===== src/rtl/mem_access_sequencer_pkg.sv =====
// Shared definitions for the MEM-stage access sequencer and the SRAM controller.
//   - FSM state encodings
//   - default wait-state count, data and address widths
//   - request-legality helper
package mem_access_sequencer_pkg;

    typedef enum logic [1:0] {
        ST_IDLE   = 2'd0,
        ST_ACCESS = 2'd1,
        ST_DONE   = 2'd2
    } state_t;

    localparam int unsigned WAIT_STATES_DEF = 3;
    localparam int unsigned DATA_W_DEF      = 16;
    localparam int unsigned ADDR_W_DEF      = 16;
    localparam int unsigned CNT_W           = 3;

    // A request is illegal if it is both a load and a store, or misaligned.
    function automatic logic req_illegal(input logic r_en, input logic w_en, input logic addr_lsb);
        return (r_en & w_en) | addr_lsb;
    endfunction

endpackage


===== src/rtl/mem_access_sequencer_wait_counter.sv =====
// wait_counter: loadable down-counter that stops at zero.
// Ports:
//   clk, rst      clock, synchronous active-low reset
//   load          load i_val into the counter (has priority over dec)
//   load_val      value to load
//   dec           decrement by one; ignored once the count is zero
//   zero          count is zero
module wait_counter
    import mem_access_sequencer_pkg::*;
#(
    parameter int unsigned W = CNT_W
) (
    input  logic         clk,
    input  logic         rst,
    input  logic         load,
    input  logic [W-1:0] load_val,
    input  logic         dec,
    output logic         zero
);

    logic [W-1:0] r_cnt;

    // Saturating at zero means the count can never wrap.
    always_ff @(posedge clk) begin
        if (!rst) begin
            r_cnt <= '0;
        end else if (load) begin
            r_cnt <= load_val;
        end else if (dec && (r_cnt != '0)) begin
            r_cnt <= r_cnt - W'(1);
        end
    end

    assign zero = (r_cnt == '0);

endmodule


===== src/rtl/mem_access_sequencer.sv =====
// mem_access_sequencer: turns a one-cycle load/store request into a
// fixed-length SRAM access and freezes the pipeline until it completes.
// Ports:
//   clk, rst            clock, synchronous active-low reset
//   mem_r_en, mem_w_en  load / store request from EXE/MEM
//   alu_addr, st_val    byte address and store data
//   sram_rdata          read data from the SRAM controller
//   mem_cmd, store_en   access strobe and direction to the controller
//   mem_addr, data_in   word address and store data to the controller
//   freeze              combinational pipeline stall
//   ld_data, ld_valid   captured load data and its one-cycle valid pulse
//   err                 sticky illegal-request flag
module mem_access_sequencer
    import mem_access_sequencer_pkg::*;
#(
    parameter int unsigned WAIT_STATES = WAIT_STATES_DEF,
    parameter int unsigned DATA_W      = DATA_W_DEF,
    parameter int unsigned ADDR_W      = ADDR_W_DEF
) (
    input  logic              clk,
    input  logic              rst,
    input  logic              mem_r_en,
    input  logic              mem_w_en,
    input  logic [ADDR_W-1:0] alu_addr,
    input  logic [DATA_W-1:0] st_val,
    input  logic [DATA_W-1:0] sram_rdata,
    output logic              mem_cmd,
    output logic              store_en,
    output logic [ADDR_W-1:0] mem_addr,
    output logic [DATA_W-1:0] data_in,
    output logic              freeze,
    output logic [DATA_W-1:0] ld_data,
    output logic              ld_valid,
    output logic              err
);

    state_t r_state;
    logic   w_req;
    logic   w_load;
    logic   w_dec;
    logic   w_zero;

    assign w_req  = mem_r_en | mem_w_en;
    assign w_load = (r_state == ST_IDLE) & w_req;
    assign w_dec  = (r_state == ST_ACCESS);

    wait_counter #(
        .W (CNT_W)
    ) u_wait_counter (
        .clk      (clk),
        .rst      (rst),
        .load     (w_load),
        .load_val (CNT_W'(WAIT_STATES)),
        .dec      (w_dec),
        .zero     (w_zero)
    );

    // Stall from the cycle the request is seen until the last strobe cycle.
    assign freeze = rst & (w_load | (r_state == ST_ACCESS));

    // Sequencer FSM with registered controller outputs.
    always_ff @(posedge clk) begin
        if (!rst) begin
            r_state  <= ST_IDLE;
            mem_cmd  <= 1'b0;
            store_en <= 1'b0;
            mem_addr <= '0;
            data_in  <= '0;
            ld_data  <= '0;
            ld_valid <= 1'b0;
            err      <= 1'b0;
        end else begin
            ld_valid <= 1'b0;
            case (r_state)
                ST_IDLE: begin
                    if (w_req) begin
                        r_state  <= ST_ACCESS;
                        mem_cmd  <= 1'b1;
                        // Simultaneous load+store resolves to a store.
                        store_en <= mem_w_en;
                        mem_addr <= {1'b0, alu_addr[ADDR_W-1:1]};
                        data_in  <= st_val;
                        if (req_illegal(mem_r_en, mem_w_en, alu_addr[0])) begin
                            err <= 1'b1;
                        end
                    end
                end
                ST_ACCESS: begin
                    if (w_zero) begin
                        r_state <= ST_DONE;
                        mem_cmd <= 1'b0;
                        if (!store_en) begin
                            ld_data  <= sram_rdata;
                            ld_valid <= 1'b1;
                        end
                    end
                end
                // The same instruction is still in MEM here, so no new request.
                ST_DONE: begin
                    r_state <= ST_IDLE;
                end
                default: begin
                    r_state <= ST_IDLE;
                    mem_cmd <= 1'b0;
                end
            endcase
        end
    end

endmodule


===== config.mk =====
export PLATFORM = sky130hd
export DESIGN_NAME = mem_access_sequencer
export DESIGN_NICKNAME = d
export VERILOG_FILES = /design/src/rtl/mem_access_sequencer_pkg.sv /design/src/rtl/mem_access_sequencer_wait_counter.sv /design/src/rtl/mem_access_sequencer.sv
export SDC_FILE = /design/constraint.sdc
export NUM_CORES = 1
export LEC_CHECK = 0
export ABC_AREA = 1
export CAP_MARGIN = 20
export CELL_PAD_IN_SITES_DETAIL_PLACEMENT = 1
export CELL_PAD_IN_SITES_GLOBAL_PLACEMENT = 1
export CORE_ASPECT_RATIO = 0.7
export CORE_UTILIZATION = 28
export DETAILED_ROUTE_END_ITERATION = 10
export HOLD_SLACK_MARGIN = 0.05
export PLACE_DENSITY_LB_ADDON = 0.15
export SYNTH_ARGS = -nofsm -noshare
export SYNTH_HDL_FRONTEND = slang
export SYNTH_SLANG_ARGS = --single-unit

===== constraint.sdc =====
create_clock -name clk -period 1.5 [get_ports clk]
set_input_delay 0.3 -clock clk [delete_from_list [all_inputs] [get_ports clk]]
set_output_delay 0.3 -clock clk [all_outputs]
set_load 0.03 [all_outputs]

==> impl_results.md <==
- Run status: finished clean
- Antenna cells: 0
- CTS clock-pin slew for the worst setup and hold paths: 0.07 ns
- Post-synthesis net count: 354
- Area taken by multi-input logic gates: 960 sq um
- Vias per cell: 4.37
- Leak: 0.00182 uW
- Vias: 2225
- Worst Setup SP: r_state[1]
- Synth Area in Adders: 1.09%
- Layout Skew: 0.00617 ns
- Hold crit path type: register to register
- HPWL Detailed: 4710 um
- Residual DRC count: 0
- # setup viols final: 0
- Longest Clk Path Bufs: 2
- Final hold violation count: 0
- GRT Util Overall: 15.8%
- Mapped Cells: 300
- Post-synthesis xor/xnor area fraction: 0%
- Worst r2r src: r_state[1]
- Slew margin rel.: 66.1%
- Worst Tran Pin Value: 0.507 ns
- RSZ-0062 raised after global routing: no
- Post-Layout Cell Count: 509
- Critical Path End: freeze
- Hold slack: 0.466 ns
- Post-Route WL: 6540 um
- Initial core utilization: 29.1%
- Share of cells above drive strength 1: 11.5%
- Mapped cell area: 2300 sq um
- Seq/Total Area, Yosys: 48.7%
- Worst setup EP type: output port
- Antenna violations before repair: 0
- Required @ worst endpoint: 1.20 ns
- Cell count after placement: 498
- First-pass GRT wire length: 10600 um
- Placer congestion estimate: 0.743
- CP arrival: 1.15 ns
- Routed len/inst: 12.9 um
- NumNets Final: 461
- Largest family of logic cells by synthesized area: simple AND/OR/NAND/NOR gates
- Top-count cell post-synth: nand2_1
- Max Cap Violations: 0
- Startpoint types: register
- Vias in the first global route: 2313
- First drt pass iteration count: 4
- Top-area cell type share of the netlist area: 48.7%
- Area Growth Syn to Fin: 55.2%
- CTS buffer count: 5
- Library cells used by synthesis: 23
- Power per cell area: 1260 nW/um^2
- Core area: 7910 sq um
- Reg2Reg Depth: 6
- Area post-placement: 3420 sq um
- DRT iter0 DRCs: 66
- Primary FF master, synth: dfxtp_1
- Maximum VDD drop: 0.464 mV
- Filler Cell Count: 962
- Clock H-tree levels: 2
- Final non-filler cell area: 3570 sq um
- TritonCTS clock tree: yes
- GR Overflow Total: 0
- Post-synthesis mux area share: 0%
- Largest net degree at the start of global routing: 32
- Die area: 8590 sq um
- FF-to-FF setup slack: 0.10 ns
- EDFF count, synth: 0
- Clk Latency, worst-skew pair: 0.29 ns
- Root Driver: clkbuf_16
- Asr flop ratio synth: 0%
- CP Class: register to output port
- # clock sinks: 56
- Synth Area per Inst: 7.67 sq um
- Area share of and/or/nand/nor cells after synthesis: 37.4%
- Synth warn: 0
- Compound-Gate Fraction of Synth Area: 2.34%
- Reg area: 1120 sq um
- Crit path time final: 1.45 ns
- Largest area contributor in the netlist: dfxtp_1
- FF-to-FF End: mem_addr[12]
- # rows: 27
- I/O Buffers: 103
- Synth Register Bits: 56
- Worst-path maximum fanout: 4
- Die Span Y: 77.9 um
- Top area cells in the synthesized netlist: dfxtp_1 49%, nand2_1 14%, nand3_1 12%
- Num ports: 105
- Max Slew Vio Count: 0
- Routed Antenna Nets: 0
- Die W: 110 um
- Top cells by count, synth: 83 x nand2_1, 56 x dfxtp_1, 55 x nand3_1
- Final period util: 96.7%
- Fmax: 690 MHz
==> metrics by stage <==
stage / worst slack [ns] / utilization (%) / TNS [ns] / power (uW)
after detailed placement: -0.250 / 43.3 / -7.64 / 3220
final: 0.0501 / 45.2 / 0 / 4490
after global routing: 0.00997 / 45.2 / 0 / 4740
after floorplan: 0.108 / - / 0 / 2630
after global placement: -0.188 / 43.3 / -5.74 / 3190
after CTS: 0.0106 / 45.0 / 0 / 4540
==> area by class of cell <==
cell class	instances	area share, %
Clock inverter	1	0.840
Clock buffer	7	4.27
Multi-Input combinational cell	203	26.9
Tap cell	101	3.54
Timing Repair Buffer	116	30.4
Sequential cell	56	31.4
Inverter	25	2.63
==> how the worst min path moves through the flow <==
stage | from | to | slack (ns) | cells after the start
4_1_cts | mem_addr[6] | mem_addr[6] | 0.48 | 2
6_report | err | err | 0.47 | 2
3_3_place_gp | err | err | 0.45 | 2
2_1_floorplan | st_val[0] | data_in[0] | 0.40 | 2
5_1_grt | data_in[11] | data_in[11] | 0.49 | 2
3_5_place_dp | err | err | 0.46 | 2
==> cells by family after synthesis <==
kind of cell	count (synthesis)
other cells	1
flops	56
compound gates	8
simple gates	191
buf+inv	42
fa+ha+maj	2
==> layer usage <==
layer	vias up	wire length (um)	global-route usage, %
met5	-	0	0
met4	0	48	3.68
met3	6	369	4.29
met2	51	3020	26.5
met1	1024	3110	19.9
li1	1144	-	-
==> where the power goes <==
part / switching, uW / total [uW] / internal (uW)
clock network: 524 / 1400 / 880
logic: 830 / 1340 / 509
registers: 88.7 / 1750 / 1660
==> flip-flops by register name, summed over array words and instances, names as in the netlist <==
| name | count |
|---|---|
| mem_cmd | 1 |
| data_in | 16 |
| u_wait_counter.r_cnt | 3 |
| ld_data | 16 |
| err | 1 |
| mem_addr | 15 |
| store_en | 1 |
| ld_valid | 1 |
| r_state | 2 |
==> timing repair <==
| action | CTS | global route |
|---|---|---|
| pin swaps | 2 | 2 |
| hold buffers | 0 | 0 |
| buffers inserted | 2 | 0 |
| gates cloned | 0 | 1 |
| setup endpoints to repair | 52 | 23 |
| gates resized for setup | 54 | 3 |
| endpoints found under the hold margin | 0 | 0 |
==> placed cells by master (no fill, tap or decap), drive strengths merged, types with 3 or more instances in the layout <==
master,instances
clkdlybuf4s50,48
dlygate4sd2,53
nand3,55
clkbuf,7
dfxtp,56
nor2,39
inv,25
buf,15
a21oi,4
o21ai,3
nand2,96
==> worst max-delay path, stage by stage (launching register included) <==
cell and delay (ns):
dfxtp_2 0.35, nor2_4 0.14, o21ai_4 0.08, a21oi_2 0.14, buf_6 0.15
Power figures use the tool's default switching activity.
